==> src/rtl/mul_pkg.sv <==
// rtl/mul_pkg.sv - shared types and defaults for the multiplier operand front end
package mul_pkg;

    localparam int MUL_WIDTH   = 16;
    localparam int MUL_LATENCY = 34;

    typedef enum logic [1:0] {
        IDLE  = 2'd0,
        ISSUE = 2'd1,
        WAIT  = 2'd2
    } issuer_state_t;

    typedef struct packed {
        logic [MUL_WIDTH-1:0] multiplicand;
        logic [MUL_WIDTH-1:0] multiplier;
    } operand_pair_t;

endpackage

==> src/rtl/mul_operand_issuer_if.sv <==
// rtl/mul_operand_issuer_if.sv - producer handshake and issue-side bundle of the operand issuer
interface mul_operand_issuer_if #(
    parameter int WIDTH = mul_pkg::MUL_WIDTH,
    parameter int DEPTH = 4
);
    localparam int LW = $clog2(DEPTH + 1);

    logic             in_valid;
    logic             in_ready;
    logic [WIDTH-1:0] in_multiplicand;
    logic [WIDTH-1:0] in_multiplier;
    logic             start;
    logic [WIDTH-1:0] multiplicand;
    logic [WIDTH-1:0] multiplier;
    logic             busy;
    logic [LW-1:0]    level;
    logic [7:0]       issue_count;

    // Producer / observer side
    modport master (
        output in_valid, in_multiplicand, in_multiplier,
        input  in_ready, start, multiplicand, multiplier, busy, level, issue_count
    );

    // Issuer side
    modport slave (
        input  in_valid, in_multiplicand, in_multiplier,
        output in_ready, start, multiplicand, multiplier, busy, level, issue_count
    );

endinterface

==> src/rtl/mul_operand_fifo.sv <==
// rtl/mul_operand_fifo.sv - register-array FIFO holding packed operand pairs
module mul_operand_fifo #(
    parameter int WIDTH = 32,
    parameter int DEPTH = 4
) (
    input  logic                         clk,
    input  logic                         reset,
    input  logic                         push,
    input  logic [WIDTH-1:0]             push_data,
    input  logic                         pop,
    output logic [WIDTH-1:0]             pop_data,
    output logic [$clog2(DEPTH+1)-1:0]   level,
    output logic                         full,
    output logic                         empty
);
    localparam int AW = $clog2(DEPTH);
    localparam int LW = $clog2(DEPTH + 1);

    logic [WIDTH-1:0] mem [DEPTH];
    logic [AW-1:0]    wr_ptr;
    logic [AW-1:0]    rd_ptr;
    logic [LW-1:0]    count;
    logic             do_push;
    logic             do_pop;

    assign full     = (count == LW'(DEPTH));
    assign empty    = (count == '0);
    assign do_push  = push && !full;
    assign do_pop   = pop && !empty;
    assign pop_data = mem[rd_ptr];
    assign level    = count;

    // Storage is data-only; validity is tracked by count, so no reset needed
    always_ff @(posedge clk) begin
        if (do_push) begin
            mem[wr_ptr] <= push_data;
        end
    end

    // Pointers wrap naturally because DEPTH is a power of two
    always_ff @(posedge clk or posedge reset) begin
        if (reset) begin
            wr_ptr <= '0;
            rd_ptr <= '0;
        end else begin
            if (do_push) wr_ptr <= wr_ptr + AW'(1);
            if (do_pop)  rd_ptr <= rd_ptr + AW'(1);
        end
    end

    // Occupancy: simultaneous push and pop leaves it unchanged
    always_ff @(posedge clk or posedge reset) begin
        if (reset) begin
            count <= '0;
        end else begin
            case ({do_push, do_pop})
                2'b10:   count <= count + LW'(1);
                2'b01:   count <= count - LW'(1);
                default: count <= count;
            endcase
        end
    end

endmodule

==> src/rtl/mul_operand_issuer.sv <==
// rtl/mul_operand_issuer.sv - buffers operand pairs and issues them to the shift-add multiplier
module mul_operand_issuer
    import mul_pkg::*;
#(
    parameter int WIDTH      = MUL_WIDTH,
    parameter int DEPTH      = 4,
    parameter int MUL_CYCLES = MUL_LATENCY
) (
    input  logic          clk,
    input  logic          reset,
    mul_operand_issuer_if.slave bus
);
    localparam int LW = $clog2(DEPTH + 1);
    localparam int CW = (MUL_CYCLES > 1) ? $clog2(MUL_CYCLES) : 1;
    localparam logic [CW-1:0] WAIT_LOAD = CW'(MUL_CYCLES - 1);

    issuer_state_t      state;
    issuer_state_t      next_state;
    logic [CW-1:0]      wait_cnt;
    logic               pop;
    logic               push;
    logic               fifo_full;
    logic               fifo_empty;
    logic [2*WIDTH-1:0] head;
    logic [LW-1:0]      fifo_level;
    logic [WIDTH-1:0]   mcand_q;
    logic [WIDTH-1:0]   mplier_q;
    logic [7:0]         issue_cnt_q;

    assign push = bus.in_valid && !fifo_full;

    mul_operand_fifo #(
        .WIDTH (2 * WIDTH),
        .DEPTH (DEPTH)
    ) u_fifo (
        .clk       (clk),
        .reset     (reset),
        .push      (push),
        .push_data ({bus.in_multiplicand, bus.in_multiplier}),
        .pop       (pop),
        .pop_data  (head),
        .level     (fifo_level),
        .full      (fifo_full),
        .empty     (fifo_empty)
    );

    // Next state and pop decode; a pop happens exactly when ISSUE is entered
    always_comb begin
        next_state = state;
        pop        = 1'b0;
        case (state)
            IDLE: begin
                if (!fifo_empty) begin
                    next_state = ISSUE;
                    pop        = 1'b1;
                end
            end
            ISSUE: begin
                next_state = WAIT;
            end
            WAIT: begin
                if (wait_cnt == '0) begin
                    if (!fifo_empty) begin
                        next_state = ISSUE;
                        pop        = 1'b1;
                    end else begin
                        next_state = IDLE;
                    end
                end
            end
            default: begin
                next_state = IDLE;
            end
        endcase
    end

    // State register
    always_ff @(posedge clk or posedge reset) begin
        if (reset) state <= IDLE;
        else       state <= next_state;
    end

    // Multiply window: loaded leaving ISSUE, counts down through WAIT
    always_ff @(posedge clk or posedge reset) begin
        if (reset) begin
            wait_cnt <= '0;
        end else if (state == ISSUE) begin
            wait_cnt <= WAIT_LOAD;
        end else if (state == WAIT && wait_cnt != '0) begin
            wait_cnt <= wait_cnt - CW'(1);
        end
    end

    // Operand registers capture the FIFO head on the pop edge and hold otherwise
    always_ff @(posedge clk or posedge reset) begin
        if (reset) begin
            mcand_q  <= '0;
            mplier_q <= '0;
        end else if (pop) begin
            {mcand_q, mplier_q} <= head;
        end
    end

    // Issue counter, free-running modulo 256
    always_ff @(posedge clk or posedge reset) begin
        if (reset)               issue_cnt_q <= '0;
        else if (state == ISSUE) issue_cnt_q <= issue_cnt_q + 8'd1;
    end

    assign bus.in_ready     = !fifo_full;
    assign bus.start        = (state == ISSUE);
    assign bus.busy         = (state != IDLE);
    assign bus.multiplicand = mcand_q;
    assign bus.multiplier   = mplier_q;
    assign bus.level        = fifo_level;
    assign bus.issue_count  = issue_cnt_q;

endmodule
==> src/flat_wrapper.sv <==
// flat-port wrapper written by rule: the top's interface ports become plain ports
module mul_operand_issuer_flat import mul_pkg::*;
#(
    parameter int WIDTH      = MUL_WIDTH,
    parameter int DEPTH      = 4,
    parameter int MUL_CYCLES = MUL_LATENCY
)
  (clk, reset, bus_in_valid, bus_in_multiplicand, bus_in_multiplier, bus_in_ready, bus_start, bus_multiplicand, bus_multiplier, bus_busy, bus_level, bus_issue_count);
  mul_operand_issuer_if #(.WIDTH(WIDTH), .DEPTH(DEPTH)) bus_i ();
  input  logic clk;
  input  logic reset;
  input wire logic [$bits(bus_i.in_valid)-1:0] bus_in_valid;
  input wire logic [$bits(bus_i.in_multiplicand)-1:0] bus_in_multiplicand;
  input wire logic [$bits(bus_i.in_multiplier)-1:0] bus_in_multiplier;
  output wire logic [$bits(bus_i.in_ready)-1:0] bus_in_ready;
  output wire logic [$bits(bus_i.start)-1:0] bus_start;
  output wire logic [$bits(bus_i.multiplicand)-1:0] bus_multiplicand;
  output wire logic [$bits(bus_i.multiplier)-1:0] bus_multiplier;
  output wire logic [$bits(bus_i.busy)-1:0] bus_busy;
  output wire logic [$bits(bus_i.level)-1:0] bus_level;
  output wire logic [$bits(bus_i.issue_count)-1:0] bus_issue_count;
  assign bus_i.in_valid = bus_in_valid;
  assign bus_i.in_multiplicand = bus_in_multiplicand;
  assign bus_i.in_multiplier = bus_in_multiplier;
  assign bus_in_ready = bus_i.in_ready;
  assign bus_start = bus_i.start;
  assign bus_multiplicand = bus_i.multiplicand;
  assign bus_multiplier = bus_i.multiplier;
  assign bus_busy = bus_i.busy;
  assign bus_level = bus_i.level;
  assign bus_issue_count = bus_i.issue_count;
  mul_operand_issuer #(.WIDTH(WIDTH), .DEPTH(DEPTH), .MUL_CYCLES(MUL_CYCLES)) u_core (.clk(clk), .reset(reset), .bus(bus_i));
endmodule
==> config.mk <==
export PLATFORM = sky130hd
export DESIGN_NAME = mul_operand_issuer_flat
export DESIGN_NICKNAME = d
export VERILOG_FILES = /design/src/rtl/mul_pkg.sv /design/src/rtl/mul_operand_issuer_if.sv /design/src/rtl/mul_operand_fifo.sv /design/src/rtl/mul_operand_issuer.sv /design/src/flat_wrapper.sv
export SDC_FILE = /design/constraint.sdc
export NUM_CORES = 1
export LEC_CHECK = 0
export CAP_MARGIN = 20
export CORE_MARGIN = 2
export CORE_UTILIZATION = 50
export CTS_BUF_LIST = sky130_fd_sc_hd__clkbuf_4 sky130_fd_sc_hd__clkbuf_8
export DETAILED_ROUTE_END_ITERATION = 10
export PLACE_DENSITY = 0.8
export REMOVE_ABC_BUFFERS = 1
export SETUP_SLACK_MARGIN = 0.2
export SLEW_MARGIN = 20
export SYNTH_ARGS = -nofsm -noshare
export SYNTH_HDL_FRONTEND = slang
export SYNTH_SLANG_ARGS = --single-unit
==> constraint.sdc <==
create_clock -name clk -period 4.2 [get_ports clk]
set_input_delay 1.05 -clock clk [delete_from_list [all_inputs] [get_ports clk]]
set_output_delay 1.05 -clock clk [all_outputs]
set_load 0.01 [all_outputs]
==> results.md, run 1 <==
- Post-CTS setup buffers: 0
- H-Tree Level Count: 4
- Post-synthesis mux area share: 17.45%
- Fmax: 0.3272 GHz
- Synth Area in XOR/XNOR: 1.734%
- Yosys top cell by area: edfxtp_1
- Fin util: 61.54%
- Placer Congestion: 0.7354
- Chip Width: 122.9 um
- Seq/Total Area, Yosys: 73.83%
- Worst hold margin: 0.4708 ns
- Clock buffer count from CTS: 17
- Setup TNS: 0 ns
- Iter 0 DRT Violations: 213
- Final period util: 72.76%
- Layout Skew: 0.01066 ns
- Area share of the leading cell type in the synthesized netlist: 54.36%
- Die ar.: 0.01511 mm^2
- Max IR drop VDD: 349.0 uV
- Most frequent cell after synthesis: edfxtp_1
- Initial antenna violation count: 0
- Layout Nets: 474
- Vias in the first global route: 3566
- Synth Instances: 342
- Clock Sinks: 183
- Slew Limit Fails: 0
- Leakage: 3.139 nW
- End of the worst register-to-register path: u_core.u_fifo.level[2]$_DFFE_PP0P_
- Clock buffer depth: 2
- Crit path max fanout: 35
- R2R Path Start: u_core.wait_cnt[0]$_DFFE_PP0P_
- Antenna diode count: 0
- CP endpoint kind: register
- Core area: 0.01383 mm^2
- Clk root buf: clkbuf_8
- Worst-path clk slew: 0.09 ns
- GRT overflow: 0
- R2R cell count: 12
- Largest net degree at the start of global routing: 39
- Routed WL per cell: 19.11 um
- Gr usage total: 17.21%
- # fillers: 934
- Synth top cells by count: edfxtp_1, dfrtp_1, mux4_2, mux2_4, inv_1
- CTS Hold Buffers Added: 0
- Via count: 3371
- Synth top area cells: edfxtp_1, dfrtp_1, mux4_2
- Critical path class: reg2reg
- Layout area overhead: 20.35%
- Required time worst endpoint: 4.58 ns
- Latest clock arrival within the worst-skew pair: 0.45 ns
- Layout cells sized above 1: 24.83%
- Largest family of logic cells by synthesized area: multiplexers
- # setup viols final: 0
- Status: finished, final reports clean
- # placed instances: 591
- FF-to-FF setup slack: 1.14 ns
- Max cap viols: 0
- Final Hold Viols: 0
- Compound-gate portion of the synthesized area: 0.9202%
- Post-DRT Antenna Nets: 0
- Total wire length: 11.90 mm
- Vias per inst: 5.411
- CTS resizes: 0
- Ys async rst share: 30.05%
- Tmin final: 3.056 ns
- I/O pin total: 81
- Rows: 43
- First-pass GRT wire length: 18.94 mm
- Critical path destination: u_core.u_fifo.level[2]$_DFFE_PP0P_
- Syn Area/Cell: 20.67 um^2
- Die Height: 122.9 um
- Worst-margin pin slew: 0.8487 ns
- Synth Area in Simple Gates: 2.707%
- Arr. time, crit path: 3.43 ns
- Synth Flop Type: edfxtp_1
- Non-filler instance count after layout: 623
- Yosys warning total: 0
- Drc violations: 0
- IO Port Bufs: 80
- Mapped Area: 0.007071 mm^2
- TritonCTS clock tree: built
- Power density over the cells: 744.1 mW/mm^2
- Startpoint types: register
- Post-synth EDFFs: 128
- Hold crit path type: reg2reg
- RSZ-0062 raised after global routing: no
- DRT Pass-1 Iters: 5
- Start point of the critical path: u_core.wait_cnt[0]$_DFFE_PP0P_
- Synth Area in Adders: 1.699%
- Starting Density: 51.14%
- Dpl hpwl: 7.494 mm
- Synth cell types: 34
- Flops & latches, synth: 183
- Slew HR: 43.42%
[stage by stage]
stage	area (um^2)	setup WS, ns	power [W]
after floorplan	6998	1.553	0.004235
after global routing	8509	0.9606	0.006673
final	8509	1.144	0.006332
after CTS	8509	1.149	0.006412
after global placement	8039	1.356	0.004968
after detailed placement	8041	1.171	0.005076
[sequential cells by signal, indices dropped and copies added (netlist names)]
| name | cells |
|---|---|
| u_core.state | 2 |
| u_core.wait_cnt | 6 |
| u_core.u_fifo.level | 3 |
| u_core.bus.issue_count | 8 |
| u_core.bus.multiplicand | 16 |
| u_core.bus.multiplier | 16 |
| u_core.u_fifo.rd_ptr | 2 |
| u_core.u_fifo.mem | 128 |
| u_core.u_fifo.wr_ptr | 2 |
[layout by cell type (no fill, tap or decap), types with 3 or more instances in the layout]
master	synthesis	routed
mux2i_1	4	4
nand3_1	3	3
nand2b_1	3	3
nor3_1	3	3
nand2_1	10	10
xnor2_1	8	8
xor2_1	6	6
mux2_4	27	27
mux2_2	6	6
bufinv_16	0	5
clkdlybuf4s50_1	0	80
clkinvlp_4	0	4
edfxtp_1	128	128
ha_1	8	8
inv_1	11	10
and3_2	0	4
dfrtp_1	55	53
mux4_2	32	32
clkbuf_8	0	18
nor2_1	7	7
clkbuf_4	0	3
[worst max-delay path, cell delays in order (launching register included)]
cell and delay (ns):
dfrtp_1 0.42, inv_1 0.09, ha_1 0.19, nand2b_1 0.11, o41ai_4 0.44, nand2_4 0.47
inv_1 0.17, ha_1 0.19, inv_1 0.06, fa_1 0.37, xor2_1 0.15, nor2_1 0.11
xor2_1 0.15
[cell families after synthesis]
| group | count (synthesis) |
|---|---|
| multiplexers | 69 |
| buffers and inverters | 24 |
| AND/OR/NAND/NOR | 37 |
| XOR/XNOR | 14 |
| adder cells (fa/ha/maj) | 9 |
| flip-flops | 183 |
| AO/OA/AOI/OAI | 6 |
[worst min path at each step]
| stage | to | from | depth (start not counted) | slack, ns |
|---|---|---|---|---|
| after floorplan | u_core.wait_cnt[5]$_DFFE_PP0P_ | u_core.wait_cnt[5]$_DFFE_PP0P_ | 1 | 0.46 |
| after global placement | u_core.bus.issue_count[7]$_DFFE_PP0P_ | u_core.bus.issue_count[7]$_DFFE_PP0P_ | 1 | 0.46 |
| after detailed placement | u_core.bus.issue_count[7]$_DFFE_PP0P_ | u_core.bus.issue_count[7]$_DFFE_PP0P_ | 1 | 0.46 |
| after CTS | u_core.bus.issue_count[7]$_DFFE_PP0P_ | u_core.bus.issue_count[7]$_DFFE_PP0P_ | 1 | 0.48 |
| after global routing | u_core.bus.issue_count[7]$_DFFE_PP0P_ | u_core.bus.issue_count[7]$_DFFE_PP0P_ | 1 | 0.51 |
| final | u_core.bus.issue_count[7]$_DFFE_PP0P_ | u_core.bus.issue_count[7]$_DFFE_PP0P_ | 1 | 0.47 |
[layer usage]
layer / GRT usage, % / part of all wire (%) / vias up
li1: - / - / 1495
met1: 22.42 / 43 / 1772
met2: 27.83 / 51 / 93
met3: 4.935 / 5.3 / 11
met4: 6.322 / 0.93 / 0
met5: 0 / 0 / -
[final cells by class]
cell class                 instances  area, um^2  share of cell area (%)
multi-input combinational        135        1738                   20.42
clock inverter                    11       197.7                   2.323
sequential                       183        5225                   61.40
inverter                          12       45.04                  0.5293
timing repair buffer              81       808.3                   9.499
clock buffer                      21       270.3                   3.176
tap                              180       225.2                   2.647
[report_power, final]
part,leakage (nW),switching (W),internal [W]
combinational,1.09,0.000817,0.00128
sequential,1.83,0.000421,0.00248
clock,0.223,0.000584,0.000745
(Power assumes the default switching activity.)
==> run 2, diff against run 1 <==
--- a/config.mk
+++ b/config.mk
@@ -10,7 +10,7 @@
 export CORE_UTILIZATION = 50
 export CTS_BUF_LIST = sky130_fd_sc_hd__clkbuf_4 sky130_fd_sc_hd__clkbuf_8
 export DETAILED_ROUTE_END_ITERATION = 10
-export PLACE_DENSITY = 0.8
+export PLACE_DENSITY = 0.83
 export REMOVE_ABC_BUFFERS = 1
 export SETUP_SLACK_MARGIN = 0.2
 export SLEW_MARGIN = 20
==> constraint.sdc (replaced) <==
create_clock -name clk -period 2.5 [get_ports clk]
set_input_delay 0.625 -clock clk [delete_from_list [all_inputs] [get_ports clk]]
set_output_delay 0.625 -clock clk [all_outputs]
set_load 0.01 [all_outputs]
==> results.md, run 2 (same netlist as run 1, synthesis figures left out) <==
- Status: finished, final reports clean
- Dpl hpwl: 7.434 mm
- Layout area overhead: 23.39%
- Startpoint types: register
- # setup viols final: 0
- Power density over the cells: 1250 mW/mm^2
- Leakage: 3.253 nW
- Drc violations: 0
- Chip Width: 122.9 um
- Via count: 3434
- H-Tree Level Count: 4
- Vias per inst: 5.349
- Latest clock arrival within the worst-skew pair: 0.45 ns
- Max IR drop VDD: 534.9 uV
- Slew Limit Fails: 0
- Final Hold Viols: 0
- CP endpoint kind: output port
- Die Height: 122.9 um
- Antenna diode count: 0
- Tmin final: 2.186 ns
- R2R cell count: 12
- DRT Pass-1 Iters: 4
- Required time worst endpoint: 1.88 ns
- Placer Congestion: 0.6974
- Fmax: 0.4575 GHz
- I/O pin total: 81
- Critical path class: reg2out
- Clock buffer count from CTS: 17
- Arr. time, crit path: 1.56 ns
- Iter 0 DRT Violations: 200
- Starting Density: 51.14%
- Routed WL per cell: 19.60 um
- Post-DRT Antenna Nets: 0
- Clock buffer depth: 2
- Pre-CTS WS: 0.1387 ns
- CTS Hold Buffers Added: 0
- Layout Nets: 493
- Die ar.: 0.01511 mm^2
- Largest net degree at the start of global routing: 56
- Rows: 43
- TritonCTS clock tree: built
- Slew HR: 55.69%
- Number of flip-flops in the largest register: 128
- Max cap viols: 0
- Reg with most FFs: u_core.u_fifo.mem
- Commonest cells after routing, fill and taps aside: edfxtp_1, clkdlybuf4s50_1, dfrtp_1
- Setup TNS: 0 ns
- Worst-margin pin slew: 0.6646 ns
- Cells on Worst Hold Path: 1
- IO Port Bufs: 80
- Gr usage total: 18.22%
- Hold crit path type: reg2reg
- Layout Skew: 0.008559 ns
- RSZ-0062 raised after global routing: yes
- Final Worst Setup Slack: 0.3143 ns
- Final period util: 87.43%
- Most common cell after layout, fill and taps aside: edfxtp_1
- Core area: 0.01383 mm^2
- Vias in the first global route: 3698
- Clk root buf: clkbuf_8
- Total wire length: 12.58 mm
- Crit path max fanout: 6
- Clock Sinks: 183
- First-pass GRT wire length: 19.61 mm
- Layout cells sized above 1: 29.65%
- Worst-path clk slew: 0.09 ns
- Initial antenna violation count: 0
- GRT overflow: 0
## run 2: cell count changes in the layout (fill, tap and decap cells not counted), moves of 3 or more
cell             change
clkdlybuf4s50_1      -3
inv_2                +4
clkbuf_4             -3
dfrtp_2              +3
buf_12               +5
inv_1                -4
buf_4               +14
clkinv_2             +4
## run 2: cell type report
class	count	area [um^2]
Sequential cell	183	5225
Fill cell	965	5102
Tap cell	180	225.2
Clock inverter	15	209.0
Inverter	12	45.04
Clock buffer	17	234.0
Multi-Input combinational cell	135	1773
Timing Repair Buffer	100	1013
## run 2: power by group
| group | switching, W | leakage [nW] | internal [W] |
|---|---|---|---|
| Sequential | 0.000409 | 1.83 | 0.00416 |
| Combinational | 0.00178 | 1.21 | 0.00239 |
| Clock | 0.000989 | 0.216 | 0.00117 |
## run 2: critical path, cell delays in order, from the launching register on
cell	delay, ns
dfrtp_2	0.41
buf_4	0.16
nand2b_1	0.16
inv_2	0.11
dlygate4sd2_1	0.28
## run 2: final timing paths
kind                                                        from                                     to  slack, ns
max                                  u_core.state[1]$_DFFE_PP0P_                              bus_start       0.31
min                        u_core.bus.issue_count[7]$_DFFE_PP0P_  u_core.bus.issue_count[7]$_DFFE_PP0P_       0.48
max reg2reg                       u_core.wait_cnt[1]$_DFFE_PP0P_     u_core.u_fifo.level[2]$_DFFE_PP0P_       0.32
min reg2reg                u_core.bus.issue_count[7]$_DFFE_PP0P_  u_core.bus.issue_count[7]$_DFFE_PP0P_       0.48
max in group asynchronous                                  reset            u_core.state[0]$_DFFE_PP0P_       1.67
min in group asynchronous                                  reset    u_core.u_fifo.rd_ptr[0]$_DFFE_PP0P_       0.56
## run 2: what timing repair did
item,in CTS,in global routing
endpoints found under the setup margin,4,2
pin swaps,1,5
resized for setup,10,5
setup buffers,5,4
## run 2: layer usage
metal	GRT usage [%]	up-vias	part of all wire, %
li1	-	1535	-
met1	21.32	1788	40
met2	31.94	90	54
met3	4.751	21	4.4
met4	7.543	0	1.9
met5	0	-	0
## run 2: metrics by stage
step / power (W) / cells / utilization (%) / area, um^2 / hold slack (ns)
6_report: 0.01090 / 642 / 63.10 / 8725 / 0.4779
2_1_floorplan: 0.007114 / 330 / - / 6998 / 0.4628
4_1_cts: 0.01096 / 638 / 62.77 / 8680 / 0.4855
3_3_place_gp: 0.008504 / 601 / 59.13 / 8177 / 0.4626
5_1_grt: 0.01151 / 642 / 63.10 / 8725 / 0.5034
3_5_place_dp: 0.008698 / 601 / 59.13 / 8177 / 0.4733
==> run 3, diff against run 2 <==
--- a/config.mk
+++ b/config.mk
@@ -9,7 +9,9 @@
 export CORE_MARGIN = 2
 export CORE_UTILIZATION = 50
 export CTS_BUF_LIST = sky130_fd_sc_hd__clkbuf_4 sky130_fd_sc_hd__clkbuf_8
+export CTS_CLUSTER_SIZE = 10
 export DETAILED_ROUTE_END_ITERATION = 10
+export GPL_TIMING_DRIVEN = 1
 export PLACE_DENSITY = 0.83
 export REMOVE_ABC_BUFFERS = 1
 export SETUP_SLACK_MARGIN = 0.2
==> results of run 3 <==
Same layout as run 2: the final DEF is identical, and so are final timing and power.
